$ cat config.mk
export PLATFORM = sky130hd
export DESIGN_NAME = forwarding_hazard_unit_flat
export DESIGN_NICKNAME = d
export VERILOG_FILES = /design/src/rtl/forwarding_hazard_unit_if.sv /design/src/rtl/forwarding_hazard_unit.sv /design/src/flat_wrapper.sv
export SDC_FILE = /design/constraint.sdc
export NUM_CORES = 1
export LEC_CHECK = 0
export BUFFER_PORTS_ARGS = -buffer_cell sky130_fd_sc_hd__buf_2
export CAP_MARGIN = 20
export CELL_PAD_IN_SITES_DETAIL_PLACEMENT = 0
export CELL_PAD_IN_SITES_GLOBAL_PLACEMENT = 1
export CORE_UTILIZATION = 34
export CTS_CLUSTER_DIAMETER = 80
export DETAILED_ROUTE_END_ITERATION = 10
export PLACE_DENSITY_LB_ADDON = 0.1
export SLEW_MARGIN = 20
export SYNTH_ARGS = -nofsm -noshare
export SYNTH_HDL_FRONTEND = slang
export SYNTH_SLANG_ARGS = --single-unit
export TNS_END_PERCENT = 30
$ cat constraint.sdc
create_clock -name clk -period 1.8 [get_ports clk]
set_input_delay 0 -clock clk [delete_from_list [all_inputs] [get_ports clk]]
set_output_delay 0 -clock clk [all_outputs]
set_load 0.005 [all_outputs]
$ cat src/rtl/forwarding_hazard_unit_if.sv
// Bundle of operand, pipeline-stage and stall signals for forwarding_hazard_unit.
//   master: pipeline side; drives operands and stage info, receives forwarded data and stall.
//   slave : the forwarding/hazard unit itself.
// Signals:
//   flush                   sync clear of retired-write history and stall FSM
//   src_valid/index/data    per-operand use flag, register index and regfile read data
//   EX/MEM/WB_opcode/index  per-stage opcode and destination register
//   MEM_data/WB_data        results available for forwarding
//   data_forwarded/fwd_sel  selected operand data and its source (0 rf, 1 MEM, 2 WB, 3 HIST)
//   stall/stall_cycles      load-use stall request and saturating stalled-cycle count
interface forwarding_hazard_unit_if #(
  parameter int unsigned REG_INDEX_BIT_WIDTH = 4,
  parameter int unsigned bitwidth            = 32,
  parameter int unsigned NUM_SRC             = 2
);
  logic                                   flush;
  logic [NUM_SRC-1:0]                     src_valid;
  logic [NUM_SRC*REG_INDEX_BIT_WIDTH-1:0] src_index;
  logic [NUM_SRC*bitwidth-1:0]            src_data;
  logic [3:0]                             EX_opcode;
  logic [REG_INDEX_BIT_WIDTH-1:0]         EX_index;
  logic [3:0]                             MEM_opcode;
  logic [REG_INDEX_BIT_WIDTH-1:0]         MEM_index;
  logic [bitwidth-1:0]                    MEM_data;
  logic [3:0]                             WB_opcode;
  logic [REG_INDEX_BIT_WIDTH-1:0]         WB_index;
  logic [bitwidth-1:0]                    WB_data;
  logic [NUM_SRC*bitwidth-1:0]            data_forwarded;
  logic [NUM_SRC*2-1:0]                   fwd_sel;
  logic                                   stall;
  logic [15:0]                            stall_cycles;

  modport master (
    output flush, src_valid, src_index, src_data,
    output EX_opcode, EX_index, MEM_opcode, MEM_index, MEM_data,
    output WB_opcode, WB_index, WB_data,
    input  data_forwarded, fwd_sel, stall, stall_cycles
  );

  modport slave (
    input  flush, src_valid, src_index, src_data,
    input  EX_opcode, EX_index, MEM_opcode, MEM_index, MEM_data,
    input  WB_opcode, WB_index, WB_data,
    output data_forwarded, fwd_sel, stall, stall_cycles
  );
endinterface

$ cat src/rtl/forwarding_hazard_unit.sv
// Operand forwarding and load-use hazard unit for the 5-stage pipeline.
// Forwards each source operand from MEM, WB or a retired-write history (newest first),
// falling back to register-file data, and stalls on load-use hazards for LOAD_LATENCY cycles.
// Ports:
//   clk    rising-edge clock
//   rst_n  asynchronous active-low reset
//   bus    forwarding_hazard_unit_if slave modport (operands, stage info, outputs)
module forwarding_hazard_unit #(
  parameter int unsigned REG_INDEX_BIT_WIDTH = 4,
  parameter int unsigned bitwidth            = 32,
  parameter int unsigned NUM_SRC             = 2,
  parameter int unsigned HIST_DEPTH          = 2,
  parameter int unsigned LOAD_LATENCY        = 1,
  parameter logic [3:0]  BRANCH_OP           = 4'b0010,
  parameter logic [3:0]  SW_OP               = 4'b0011,
  parameter logic [3:0]  LW_OP               = 4'b1000
) (
  input logic                    clk,
  input logic                    rst_n,
  forwarding_hazard_unit_if.slave bus
);
  localparam int unsigned RW = REG_INDEX_BIT_WIDTH;
  localparam int unsigned DW = bitwidth;

  typedef enum logic [0:0] {StIdle, StStall} state_e;

  function automatic logic writes(input logic [3:0] op);
    return (op != BRANCH_OP) && (op != SW_OP);
  endfunction

  state_e                        state_q, state_d;
  logic [2:0]                    cnt_q, cnt_d;
  logic [15:0]                   stall_cycles_q, stall_cycles_d;
  logic [HIST_DEPTH-1:0]         hist_vld_q, hist_vld_d;
  logic [HIST_DEPTH-1:0][RW-1:0] hist_idx_q, hist_idx_d;
  logic [HIST_DEPTH-1:0][DW-1:0] hist_dat_q, hist_dat_d;

  logic mem_fwd_ok, wb_wr, hazard, stall;
  logic [NUM_SRC*DW-1:0] fwd_data;
  logic [NUM_SRC*2-1:0]  fwd_sel;

  // A load in MEM has no data yet, so it never forwards.
  assign mem_fwd_ok = writes(bus.MEM_opcode) && (bus.MEM_opcode != LW_OP);
  assign wb_wr      = writes(bus.WB_opcode);

  // Per-operand mux: apply sources lowest priority first so later hits override.
  always_comb begin
    fwd_data = '0;
    fwd_sel  = '0;
    for (int i = 0; i < NUM_SRC; i++) begin
      logic [RW-1:0] idx;
      logic [DW-1:0] dat;
      logic [1:0]    sel;
      idx = bus.src_index[i*RW +: RW];
      dat = bus.src_data[i*DW +: DW];
      sel = 2'd0;
      if (bus.src_valid[i]) begin
        for (int h = HIST_DEPTH - 1; h >= 0; h--) begin
          if (hist_vld_q[h] && (hist_idx_q[h] == idx)) begin
            dat = hist_dat_q[h];
            sel = 2'd3;
          end
        end
        if (wb_wr && (bus.WB_index == idx)) begin
          dat = bus.WB_data;
          sel = 2'd2;
        end
        if (mem_fwd_ok && (bus.MEM_index == idx)) begin
          dat = bus.MEM_data;
          sel = 2'd1;
        end
      end
      fwd_data[i*DW +: DW] = dat;
      fwd_sel[i*2 +: 2]    = sel;
    end
  end

  always_comb begin
    hazard = 1'b0;
    if (bus.EX_opcode == LW_OP) begin
      for (int i = 0; i < NUM_SRC; i++) begin
        if (bus.src_valid[i] && (bus.src_index[i*RW +: RW] == bus.EX_index)) hazard = 1'b1;
      end
    end
  end

  // IDLE raises stall in the hazard cycle itself; STALL holds it regardless of inputs.
  assign stall = (state_q == StStall) || (hazard && !bus.flush);

  always_comb begin
    state_d        = state_q;
    cnt_d          = cnt_q;
    stall_cycles_d = stall_cycles_q;
    hist_vld_d     = hist_vld_q;
    hist_idx_d     = hist_idx_q;
    hist_dat_d     = hist_dat_q;

    if (stall && (stall_cycles_q != 16'hFFFF)) stall_cycles_d = stall_cycles_q + 16'd1;

    if (bus.flush) begin
      state_d = StIdle;
      cnt_d   = 3'd0;
    end else begin
      unique case (state_q)
        StIdle: begin
          if (hazard && (LOAD_LATENCY > 1)) begin
            state_d = StStall;
            cnt_d   = 3'(LOAD_LATENCY - 1);
          end
        end
        StStall: begin
          if (cnt_q <= 3'd1) begin
            state_d = StIdle;
            cnt_d   = 3'd0;
          end else begin
            cnt_d = cnt_q - 3'd1;
          end
        end
        default: begin
          state_d = StIdle;
          cnt_d   = 3'd0;
        end
      endcase
    end

    // Flush wins over a same-cycle WB push.
    if (bus.flush) begin
      hist_vld_d = '0;
    end else begin
      for (int h = HIST_DEPTH - 1; h >= 1; h--) begin
        hist_vld_d[h] = hist_vld_q[h-1];
        hist_idx_d[h] = hist_idx_q[h-1];
        hist_dat_d[h] = hist_dat_q[h-1];
      end
      hist_vld_d[0] = wb_wr;
      hist_idx_d[0] = bus.WB_index;
      hist_dat_d[0] = bus.WB_data;
    end
  end

  always_ff @(posedge clk or negedge rst_n) begin
    if (!rst_n) begin
      state_q        <= StIdle;
      cnt_q          <= 3'd0;
      stall_cycles_q <= 16'd0;
      hist_vld_q     <= '0;
      hist_idx_q     <= '0;
      hist_dat_q     <= '0;
    end else begin
      state_q        <= state_d;
      cnt_q          <= cnt_d;
      stall_cycles_q <= stall_cycles_d;
      hist_vld_q     <= hist_vld_d;
      hist_idx_q     <= hist_idx_d;
      hist_dat_q     <= hist_dat_d;
    end
  end

  assign bus.data_forwarded = fwd_data;
  assign bus.fwd_sel        = fwd_sel;
  assign bus.stall          = stall;
  assign bus.stall_cycles   = stall_cycles_q;
endmodule

$ cat src/flat_wrapper.sv
// flat-port wrapper written by rule: the top's interface ports become plain ports
module forwarding_hazard_unit_flat 
#(
  parameter int unsigned REG_INDEX_BIT_WIDTH = 4,
  parameter int unsigned bitwidth            = 32,
  parameter int unsigned NUM_SRC             = 2,
  parameter int unsigned HIST_DEPTH          = 2,
  parameter int unsigned LOAD_LATENCY        = 1,
  parameter logic [3:0]  BRANCH_OP           = 4'b0010,
  parameter logic [3:0]  SW_OP               = 4'b0011,
  parameter logic [3:0]  LW_OP               = 4'b1000
)
  (clk, rst_n, bus_flush, bus_src_valid, bus_src_index, bus_src_data, bus_EX_opcode, bus_EX_index, bus_MEM_opcode, bus_MEM_index, bus_MEM_data, bus_WB_opcode, bus_WB_index, bus_WB_data, bus_data_forwarded, bus_fwd_sel, bus_stall, bus_stall_cycles);
  forwarding_hazard_unit_if #(.REG_INDEX_BIT_WIDTH(REG_INDEX_BIT_WIDTH), .bitwidth(bitwidth), .NUM_SRC(NUM_SRC)) bus_i ();
  input logic clk;
  input logic rst_n;
  input wire logic [$bits(bus_i.flush)-1:0] bus_flush;
  input wire logic [$bits(bus_i.src_valid)-1:0] bus_src_valid;
  input wire logic [$bits(bus_i.src_index)-1:0] bus_src_index;
  input wire logic [$bits(bus_i.src_data)-1:0] bus_src_data;
  input wire logic [$bits(bus_i.EX_opcode)-1:0] bus_EX_opcode;
  input wire logic [$bits(bus_i.EX_index)-1:0] bus_EX_index;
  input wire logic [$bits(bus_i.MEM_opcode)-1:0] bus_MEM_opcode;
  input wire logic [$bits(bus_i.MEM_index)-1:0] bus_MEM_index;
  input wire logic [$bits(bus_i.MEM_data)-1:0] bus_MEM_data;
  input wire logic [$bits(bus_i.WB_opcode)-1:0] bus_WB_opcode;
  input wire logic [$bits(bus_i.WB_index)-1:0] bus_WB_index;
  input wire logic [$bits(bus_i.WB_data)-1:0] bus_WB_data;
  output wire logic [$bits(bus_i.data_forwarded)-1:0] bus_data_forwarded;
  output wire logic [$bits(bus_i.fwd_sel)-1:0] bus_fwd_sel;
  output wire logic [$bits(bus_i.stall)-1:0] bus_stall;
  output wire logic [$bits(bus_i.stall_cycles)-1:0] bus_stall_cycles;
  assign bus_i.flush = bus_flush;
  assign bus_i.src_valid = bus_src_valid;
  assign bus_i.src_index = bus_src_index;
  assign bus_i.src_data = bus_src_data;
  assign bus_i.EX_opcode = bus_EX_opcode;
  assign bus_i.EX_index = bus_EX_index;
  assign bus_i.MEM_opcode = bus_MEM_opcode;
  assign bus_i.MEM_index = bus_MEM_index;
  assign bus_i.MEM_data = bus_MEM_data;
  assign bus_i.WB_opcode = bus_WB_opcode;
  assign bus_i.WB_index = bus_WB_index;
  assign bus_i.WB_data = bus_WB_data;
  assign bus_data_forwarded = bus_i.data_forwarded;
  assign bus_fwd_sel = bus_i.fwd_sel;
  assign bus_stall = bus_i.stall;
  assign bus_stall_cycles = bus_i.stall_cycles;
  forwarding_hazard_unit #(.REG_INDEX_BIT_WIDTH(REG_INDEX_BIT_WIDTH), .bitwidth(bitwidth), .NUM_SRC(NUM_SRC), .HIST_DEPTH(HIST_DEPTH), .LOAD_LATENCY(LOAD_LATENCY), .BRANCH_OP(BRANCH_OP), .SW_OP(SW_OP), .LW_OP(LW_OP)) u_core (.clk(clk), .rst_n(rst_n), .bus(bus_i));
endmodule
==> flow_metrics.env, run 1 <==
export IMPL_status="complete, but fails checks"
export IMPL_violations="setup timing"
export IMPL_async_reset_ff_frac=1.00
export IMPL_numCtsBuffers=9
export IMPL_syn_to_final_growth_pct=41.9
export IMPL_synthCells=926
export IMPL_nets=1389
export IMPL_wl_um=27400
export IMPL_cp_top_family="compound AO/OA/AOI/OAI gates"
export IMPL_start_util=0.351
export IMPL_ys_warn_count=0
export IMPL_firstDrtPassIters=7
export IMPL_grt_pass1_vias=7610
export IMPL_crit_chain="a222oi_1 -> and3_4 -> clkbuf_16 -> nand2_1 -> a311o_1 -> a31oi_2 -> buf_2"
export IMPL_dp_cells=1437
export IMPL_clockRootBuffer="clkbuf_16"
export IMPL_peakVddDrop_mv=0.482
export IMPL_die_h_um=150
export IMPL_holdWs_ns=0.0588
export IMPL_drc=0
export IMPL_cts_tree="built"
export IMPL_grt_max_degree=56
export IMPL_worst_pin_slew_ns=0.761
export IMPL_min_period_ns=2.48
export IMPL_clkSinkCount=94
export IMPL_critPathCaptureType="primary output"
export IMPL_routabilityCongestion=0.798
export IMPL_finalWorstSetupSlack_ns=-0.681
export IMPL_path_class="reg -> out"
export IMPL_finalCritPeriodShare=1.38
export IMPL_hp_class="in -> reg"
export IMPL_track_usage=0.239
export IMPL_rows=53
export IMPL_setup_viol=68
export IMPL_reg2reg_slack_ns=0.06
export IMPL_clk_latency_ns=0.34
export IMPL_slew_viol_final=0
export IMPL_maxCapViolCount=0
export IMPL_fin_cells=1502
export IMPL_synth_seq_cells=94
export IMPL_route_detailed_vias_per_inst=5.39
export IMPL_post_drt_wl_per_cell_um=18.3
export IMPL_multi_input_area_sq_um=4810
export IMPL_dr_total_vias=8094
export IMPL_grt_overflow=0
export IMPL_rsz0062_at_grt="true"
export IMPL_critPathSlowestCell="a222oi_1"
export IMPL_crit_fanout=7
export IMPL_max_freq_mhz=403
export IMPL_p_leak_nw=4.66
export IMPL_power_density_nw_per_um2=610
export IMPL_ant_nets=0
export IMPL_io_pins=250
export IMPL_grt_pass1_wl_um=41500
export IMPL_synth_avg_cell_area_sq_um=8.04
export IMPL_die_w_um=150
export IMPL_clock_skew_ns=0.00521
export IMPL_crit_arrival_ns=2.48
export IMPL_drive_gt1_frac=0.385
export IMPL_relSlewSlack=0.493
export IMPL_cts_buffer_depth=2
export IMPL_htree_levels=3
export IMPL_die_area_sq_um=22500
export IMPL_finalPower_mw=6.44
export IMPL_fill_cells=2168
export IMPL_synth_flop_cell="dfrtp_1"
export IMPL_synth_distinct_cells=42
export IMPL_synth_edff_count=0
export IMPL_core_sq_um=21200
export IMPL_hold_viol_final=0
export IMPL_critPathMaxStageDelay_ns=0.42
export IMPL_cp_data_required_time_ns=1.80
export IMPL_netlist_area_sq_um=7450
export IMPL_dp_slack_ns=-0.280
export IMPL_ys_seq_area_frac=0.316
export IMPL_antenna_found_initial=1
export IMPL_portBuffers=248
export IMPL_start_kind="flop"
export IMPL_drt_iter0_markers=405
export IMPL_dp_hpwl_um=18900
export IMPL_path_clk_slew_ns=0.07
export IMPL_mappedNetlistNets=1094
export IMPL_register_area_sq_um=2350
export IMPL_path_buf_inv=2
==> stage by stage <==
step	setup TNS, ns	utilization	instance area (sq um)
floorplan	0	-	7480
global placement	-11.99	0.449	9540
detailed placement	-12.91	0.449	9540
CTS	-37.05	0.491	10400
global route	-46.41	0.498	10600
finish	-39.89	0.498	10600
==> sequential cells by signal (all words and copies together) (netlist names) <==
signal and flops:
u_core.hist_idx_q 8, u_core.state_q 1, u_core.hist_dat_q 64, u_core.cnt_q 3, u_core.bus.stall_cycles 16, u_core.hist_vld_q 2
==> final cells by class <==
class                           count  share of cell area
Timing Repair Buffer              375               0.258
Antenna cell                        2            0.000474
Tap cell                          275              0.0326
Inverter                           11             0.00391
Sequential cell                    94               0.223
Clock buffer                        9              0.0213
Clock inverter                      6             0.00592
Multi-Input combinational cell    730               0.456
==> layer usage <==
| layer | part of all wire | GRT usage | wire [um] |
|---|---|---|---|
| met2 | 0.47 | 0.408 | 13000 |
| met4 | 0.020 | 0.0641 | 544 |
| met3 | 0.058 | 0.0381 | 1590 |
| met5 | 0 | 0 | 0 |
| met1 | 0.45 | 0.312 | 12300 |
==> cell usage after synthesis, types with 4 or more instances <==
master	number	area [sq um]
nor4_1	4	25.0
o21ai_0	7	35.0
a311o_1	64	641
buf_1	9	33.8
xnor2_1	27	236
buf_6	6	67.6
buf_2	19	95.1
nand4_1	5	31.3
inv_1	9	33.8
nand2b_1	69	432
clkbuf_1	53	199
buf_4	4	30.0
nor3_1	7	35.0
nand2_1	208	781
xor2_1	18	158
a31oi_1	64	400
mux2_2	76	856
nor2_1	74	278
dfrtp_1	94	2350
nand3_1	11	55.1
o22ai_1	64	400
==> worst reg2reg max path: cells and delay by family (launching register included) <==
kind             cells  cell delay, ns
AO/OA/AOI/OAI        1            0.17
flip-flops           1            0.38
multiplexers         1            0.33
AND/OR/NAND/NOR      3            0.75
==> path summary, 6_finish.rpt <==
kind | cells past startpoint | endpoint | from
max in group asynchronous | 3 | u_core.hist_dat_q[58] | rst_n
setup reg to reg | 5 | u_core.bus.stall_cycles[1] | u_core.bus.stall_cycles[8]
hold reg to reg | 1 | u_core.bus.stall_cycles[13] | u_core.bus.stall_cycles[13]
setup / recovery | 7 | bus_data_forwarded[30] | u_core.hist_idx_q[4]
min in group asynchronous | 2 | u_core.hist_dat_q[8] | rst_n
hold / removal | 4 | u_core.hist_vld_q[0] | bus_WB_opcode[3]
==> cell usage in the layout, fill, tap and decap left out, types with 3 or more instances in the layout <==
cell,synthesis,layout
nand2_4,0,3
dlygate4sd3_1,0,37
xnor2_1,27,27
nand2_2,0,8
clkbuf_16,0,12
dfrtp_1,94,94
nand2_1,208,197
buf_2,19,246
inv_2,2,4
clkinv_2,0,3
o21ai_0,7,5
xor2_1,18,18
buf_12,0,21
nand2b_1,69,69
nor2_1,74,72
nand3_1,11,6
inv_1,9,7
a311o_1,64,64
nand3_2,0,3
ha_1,3,3
nor4_1,4,4
o22ai_1,64,64
buf_4,4,55
buf_6,6,7
mux2_2,76,75
nor3_1,7,5
a31oi_2,0,5
a31oi_1,64,59
buf_8,0,3
nand4_1,5,5
==> where the power goes <==
part           leakage [nW]  total [mW]  internal [mW]  switching [mW]
sequential             1.14        2.50           2.32           0.180
combinational          3.38        2.03           1.09           0.949
clock                 0.145        1.91           1.07           0.836
==> cell families after synthesis <==
logic type	count (synthesis)	synth area share
XOR/XNOR	45	0.0529
AND/OR/NAND/NOR	393	0.234
buffers and inverters	102	0.0627
flip-flops	94	0.316
multiplexers	77	0.116
adder cells (fa/ha/maj)	3	0.00504
AO/OA/AOI/OAI	212	0.213
==> repair_timing <==
action | CTS | global route
endpoints found under the setup margin | 68 | 68
gates cloned | 3 | 3
setup buffers | 5 | 1
hold buffers | 37 | 0
hold endpoints to repair | 67 | 0
pin swaps | 16 | 48
gates resized for setup | 27 | 23
Power figures use the tool's default switching activity.
==> inputs of run 2 (changes only) <==
--- a/config.mk
+++ b/config.mk
@@ -9,10 +9,12 @@
 export CAP_MARGIN = 20
 export CELL_PAD_IN_SITES_DETAIL_PLACEMENT = 0
 export CELL_PAD_IN_SITES_GLOBAL_PLACEMENT = 1
+export CORE_MARGIN = 1
 export CORE_UTILIZATION = 34
 export CTS_CLUSTER_DIAMETER = 80
 export DETAILED_ROUTE_END_ITERATION = 10
 export PLACE_DENSITY_LB_ADDON = 0.1
+export RECOVER_POWER = 50
 export SLEW_MARGIN = 20
 export SYNTH_ARGS = -nofsm -noshare
 export SYNTH_HDL_FRONTEND = slang
==> run 2 against run 1 <==
Against the previous run:
- the flow still finishes with violations (setup timing)
- sequential power barely moved
- final area fell by 0.19%
- combinational power barely moved
- global-route usage did not move
- first-iteration DRC count rose by 2.7%
- total power barely moved
- critical path depth did not move
- maximum frequency fell by 0.25%
- clock power barely moved
- flip-flop and latch count did not move
- final cell count barely moved
- critical path type unchanged
- largest power group unchanged
==> flow_metrics.env, run 2 (synthesis gave the netlist of run 1 again) <==
export IMPL_largest_register_ffs=64
export IMPL_grt_overflow=0
export IMPL_drive_gt1_frac=0.385
export IMPL_worst_pin_slew_ns=0.877
export IMPL_clock_skew_ns=0.00648
export IMPL_r2r_start="u_core.bus.stall_cycles[8]"
export IMPL_setup_tns_ns=-40.08
export IMPL_finalPower_mw=6.44
export IMPL_ant_nets=0
export IMPL_htree_levels=3
export IMPL_drt_iter0_markers=416
export IMPL_critPathCaptureType="primary output"
export IMPL_die_w_um=150
export IMPL_routabilityCongestion=0.798
export IMPL_core_sq_um=21200
export IMPL_antenna_found_initial=1
export IMPL_portBuffers=248
export IMPL_clkSinkCount=94
export IMPL_largest_register="u_core.hist_dat_q"
export IMPL_hp_start="bus_WB_opcode[3]"
export IMPL_clkPwrFrac=0.296
export IMPL_slew_viol_final=0
export IMPL_setup_viol=68
export IMPL_finalCritPeriodShare=1.38
export IMPL_route_detailed_vias_per_inst=5.40
export IMPL_crit_arrival_ns=2.49
export IMPL_numCtsBuffers=9
export IMPL_crit_fanout=7
export IMPL_violations="setup timing"
export IMPL_nets=1389
export IMPL_dr_total_vias=8098
export IMPL_path_clk_slew_ns=0.07
export IMPL_cp_top_family="compound AO/OA/AOI/OAI gates"
export IMPL_grt_max_degree=56
export IMPL_grt_pass1_vias=7610
export IMPL_finalWorstSetupSlack_ns=-0.687
export IMPL_start_util=0.351
export IMPL_register_area_sq_um=2350
export IMPL_fill_cells=2171
export IMPL_power_density_nw_per_um2=610
export IMPL_mostFrequentLayoutCell="buf_2"
export IMPL_min_period_ns=2.49
export IMPL_grt_pass1_wl_um=41500
export IMPL_holdWs_ns=0.0581
export IMPL_path_class="reg -> out"
export IMPL_multi_input_area_sq_um=4810
export IMPL_critPathMaxStageDelay_ns=0.43
export IMPL_layout_common_cells="buf_2, nand2_1, dfrtp_1"
export IMPL_power_frac_comb=0.315
export IMPL_maxCapViolCount=0
export IMPL_critPathSlowestCell="a222oi_1"
export IMPL_syn_to_final_growth_pct=41.6
export IMPL_die_area_sq_um=22500
export IMPL_cts_buffer_depth=2
export IMPL_pwr_share_seq=0.389
export IMPL_post_drt_wl_per_cell_um=18.3
export IMPL_clockRootBuffer="clkbuf_16"
export IMPL_crit_chain="a222oi_1 -> and3_4 -> clkbuf_16 -> nand2_1 -> a311o_1 -> a31oi_2 -> buf_2"
export IMPL_firstDrtPassIters=8
export IMPL_switchingPower_mw=1.96
export IMPL_rsz0062_at_grt="true"
export IMPL_critPathLaunch="u_core.hist_idx_q[4]"
export IMPL_relSlewSlack=0.415
export IMPL_wl_um=27500
export IMPL_die_h_um=150
export IMPL_hp_class="in -> reg"
export IMPL_drc=0
export IMPL_path_buf_inv=2
export IMPL_track_usage=0.239
export IMPL_dp_hpwl_um=18900
export IMPL_start_kind="flop"
export IMPL_cp_data_required_time_ns=1.80
export IMPL_peakVddDrop_mv=0.481
export IMPL_status="complete, but fails checks"
export IMPL_hold_viol_final=0
export IMPL_dp_slack_ns=-0.280
export IMPL_clk_latency_ns=0.34
export IMPL_p_int_mw=4.47
export IMPL_rows=53
export IMPL_max_freq_mhz=402
export IMPL_cts_tree="built"
export IMPL_io_pins=250
export IMPL_switching_share=0.305
export IMPL_p_leak_nw=4.65
run 2: path summary, 6_finish.rpt:
| kind | cells after the start | slack (ns) | to |
|---|---|---|---|
| max | 7 | -0.69 | bus_data_forwarded[30] |
| min | 4 | 0.06 | u_core.hist_vld_q[0] |
| max reg2reg | 5 | 0.06 | u_core.bus.stall_cycles[1] |
| min reg2reg | 1 | 0.48 | u_core.bus.stall_cycles[13] |
| max in group asynchronous | 3 | 0.29 | u_core.hist_dat_q[58] |
| min in group asynchronous | 2 | 0.31 | u_core.hist_dat_q[8] |
run 2: metal layers:
metal	vias up	global-route usage	wire length [um]
met4	0	0.0641	574
met1	3868	0.312	12300
met3	35	0.0381	1600
met2	265	0.408	13100
met5	-	0	0
li1	3930	-	-
run 2: layout make-up:
| class | count | share of cell area |
|---|---|---|
| multi-input combinational | 730 | 0.456 |
| timing repair buffer | 375 | 0.256 |
| sequential | 94 | 0.223 |
| tap | 275 | 0.0326 |
| clock buffer | 9 | 0.0214 |
| clock inverter | 6 | 0.00593 |
| inverter | 11 | 0.00392 |
| antenna | 1 | 0.000237 |
run 2: worst register-to-register path, stage by stage, from the launching register on:
cell	delay (ns)
dfrtp_1	0.38
and4_1	0.25
nand3_2	0.09
or3_4	0.41
o21ai_4	0.17
mux2_4	0.33
run 2: through the flow:
stage	cells	utilization	instance area (sq um)
2_1_floorplan	926	-	7480
3_3_place_gp	1437	0.449	9540
3_5_place_dp	1437	0.449	9540
4_1_cts	1497	0.491	10400
5_1_grt	1500	0.497	10500
6_report	1501	0.497	10500
run 2: power by group through the flow:
stage                     logic (mW)  clock network, mW  registers [mW]
after floorplan                 1.03                  0            2.49
after global placement          1.87                  0            2.54
after detailed placement        1.87                  0            2.53
after CTS                       2.02               1.96            2.49
after global routing            2.21               2.05            2.53
final                           2.03               1.91            2.50
run 2: repair_timing:
action / CTS / global route
cloned: 3 / 3
buffers inserted: 5 / 1
endpoints found under the hold margin: 67 / 0
hold buffers: 37 / 0
setup endpoints to repair: 68 / 68
pin swaps: 16 / 48
resized for setup: 27 / 23
==> inputs of run 3 (changes only) <==
--- a/config.mk
+++ b/config.mk
@@ -15,6 +15,7 @@
 export DETAILED_ROUTE_END_ITERATION = 10
 export PLACE_DENSITY_LB_ADDON = 0.1
 export RECOVER_POWER = 50
+export REMOVE_ABC_BUFFERS = 1
 export SLEW_MARGIN = 20
 export SYNTH_ARGS = -nofsm -noshare
 export SYNTH_HDL_FRONTEND = slang
==> run 3 against run 2 <==
Against the previous run:
- the run still ends with setup timing left
- register-to-register slack barely moved
- sequential power about the same
- maximum frequency is 1.8% higher
- die area stayed put
- non-clock buffer count up 14
- clock power decreased by 4%
- clock skew about the same
- final cell count is 1.0% higher
- via count increased by 0.61%
- routed wire length rose by 4.1%
- worst hold slack improved by 0.0067 ns
- worst setup slack gained 0.045 ns
- critical endpoint is now bus_data_forwarded[18]
==> flow_metrics.env, run 3 (synthesis gave the netlist of run 1 again) <==
export IMPL_reg2reg_slack_ns=0.05
export IMPL_routabilityCongestion=0.792
export IMPL_cts_buffer_depth=2
export IMPL_holdPathEnd="u_core.hist_vld_q[0]"
export IMPL_antenna_found_initial=2
export IMPL_crit_chain="a222oi_1 -> and3_1 -> buf_6 -> buf_12 -> nand2_1 -> a311o_1 -> a31oi_1 -> buf_2"
export IMPL_slew_viol_final=0
export IMPL_nets=1403
export IMPL_rsz0062_at_grt="true"
export IMPL_critPathMaxStageDelay_ns=0.40
export IMPL_peakVddDrop_mv=0.462
export IMPL_min_period_ns=2.44
export IMPL_clock_skew_ns=0.00656
export IMPL_dp_cells=1453
export IMPL_ff2ff_path_depth=6
export IMPL_relSlewSlack=0.251
export IMPL_clkSinkCount=94
export IMPL_critPathSlowestCell="a222oi_1"
export IMPL_setup_tns_ns=-38.19
export IMPL_final_util=0.499
export IMPL_drt_iter0_markers=443
export IMPL_fill_cells=2118
export IMPL_post_drt_wl_per_cell_um=18.9
export IMPL_grt_max_degree=67
export IMPL_crit_arrival_ns=2.44
export IMPL_dp_hpwl_um=20100
export IMPL_layout_common_cells="buf_2, nand2_1, dfrtp_1"
export IMPL_cts_tree="built"
export IMPL_firstDrtPassIters=5
export IMPL_violations="setup timing"
export IMPL_hold_viol_final=0
export IMPL_path_clk_slew_ns=0.06
export IMPL_dp_slack_ns=-0.329
export IMPL_mostFrequentLayoutCell="buf_2"
export IMPL_power_density_nw_per_um2=603
export IMPL_drive_gt1_frac=0.393
export IMPL_die_w_um=150
export IMPL_clockRootBuffer="clkbuf_16"
export IMPL_grt_pass1_wl_um=43900
export IMPL_start_kind="flop"
export IMPL_drc=0
export IMPL_path_class="reg -> out"
export IMPL_fin_cells=1516
export IMPL_portBuffers=248
export IMPL_dr_total_vias=8147
export IMPL_reg2reg_to="u_core.bus.stall_cycles[1]"
export IMPL_setup_viol=105
export IMPL_maxCapViolCount=0
export IMPL_p_leak_nw=4.66
export IMPL_hp_start="bus_WB_opcode[2]"
export IMPL_grt_overflow=0
export IMPL_critPathLaunch="u_core.hist_idx_q[4]"
export IMPL_finalCritPeriodShare=1.36
export IMPL_cp_data_required_time_ns=1.80
export IMPL_finalPower_mw=6.38
export IMPL_largest_register_ffs=64
export IMPL_hp_class="in -> reg"
export IMPL_clk_latency_ns=0.35
export IMPL_ant_nets=0
export IMPL_critPathCaptureType="primary output"
export IMPL_largest_register="u_core.hist_dat_q"
export IMPL_route_detailed_vias_per_inst=5.37
export IMPL_holdPathStages=4
export IMPL_core_sq_um=21200
export IMPL_grt_pass1_vias=7912
export IMPL_io_pins=250
export IMPL_finalWorstSetupSlack_ns=-0.643
export IMPL_crit_fanout=8
export IMPL_numCtsBuffers=9
export IMPL_rows=53
export IMPL_track_usage=0.253
export IMPL_status="complete, but fails checks"
export IMPL_start_util=0.351
export IMPL_r2r_start="u_core.bus.stall_cycles[13]"
export IMPL_syn_to_final_growth_pct=42.2
export IMPL_max_freq_mhz=409
export IMPL_die_area_sq_um=22500
export IMPL_htree_levels=3
export IMPL_die_h_um=150
export IMPL_worst_pin_slew_ns=1.12
export IMPL_wl_um=28600
run 3: cell count changes in the layout (fill, tap and decap cells not counted), moves of 3 or more:
| cell | delta |
|---|---|
| buf_12 | +3 |
| nand2_2 | +7 |
| nand2_1 | -6 |
| clkbuf_1 | +4 |
| buf_4 | +14 |
run 3: through the flow:
stage                     hold WS (ns)  area [sq um]
after detailed placement        -0.138          9630
after CTS                       0.0443         10500
after global routing            0.0732         10600
after floorplan                 -0.296          7020
final                           0.0648         10600
after global placement          -0.143          9630
run 3: worst max path at each step:
stage,end,slack [ns],cells after the start
5_1_grt,bus_data_forwarded[35],-0.72,8
2_1_floorplan,bus_data_forwarded[0],-0.81,5
3_5_place_dp,bus_data_forwarded[48],-0.33,7
3_3_place_gp,bus_data_forwarded[48],-0.28,7
6_report,bus_data_forwarded[18],-0.64,8
4_1_cts,bus_data_forwarded[7],-0.62,8
run 3: power breakdown:
group / switching (mW) / total (mW) / internal (mW) / leakage, nW
logic: 0.962 / 2.04 / 1.08 / 3.39
clock network: 0.855 / 1.83 / 0.971 / 0.132
registers: 0.196 / 2.52 / 2.32 / 1.14
total: 2.01 / 6.38 / 4.37 / 4.66
run 3: final cells by class:
cell class / count / area [sq um] / area share
flip-flops and latches: 94 / 2350 / 0.222
repair buffers: 389 / 2760 / 0.261
clock inverters: 4 / 22.5 / 0.00213
clock buffers: 12 / 246 / 0.0233
multi-input cells: 730 / 4820 / 0.455
diodes: 1 / 2.50 / 0.000236
well taps: 275 / 344 / 0.0325
inverters: 11 / 41.3 / 0.00390
run 3: routing by layer:
layer | wire length (um) | up-vias | global-route usage
met2 | 13900 | 260 | 0.439
met3 | 1740 | 25 | 0.0424
met4 | 389 | 2 | 0.0657
met5 | 13 | - | 0
met1 | 12600 | 3907 | 0.323
li1 | - | 3953 | -
run 3: critical path: cells and delay by family (launching register included):
| kind | cells | cell delay [ns] |
|---|---|---|
| compound gates | 3 | 0.91 |
| buf+inv | 3 | 0.47 |
| flops | 1 | 0.39 |
| simple gates | 2 | 0.34 |
run 3: what timing repair did:
item	CTS	global route
gates resized for setup	38	25
pin swaps	72	66
hold buffers	37	0
gates cloned	2	1
setup endpoints to repair	69	79
buffers inserted	4	2
hold endpoints to repair	130	0
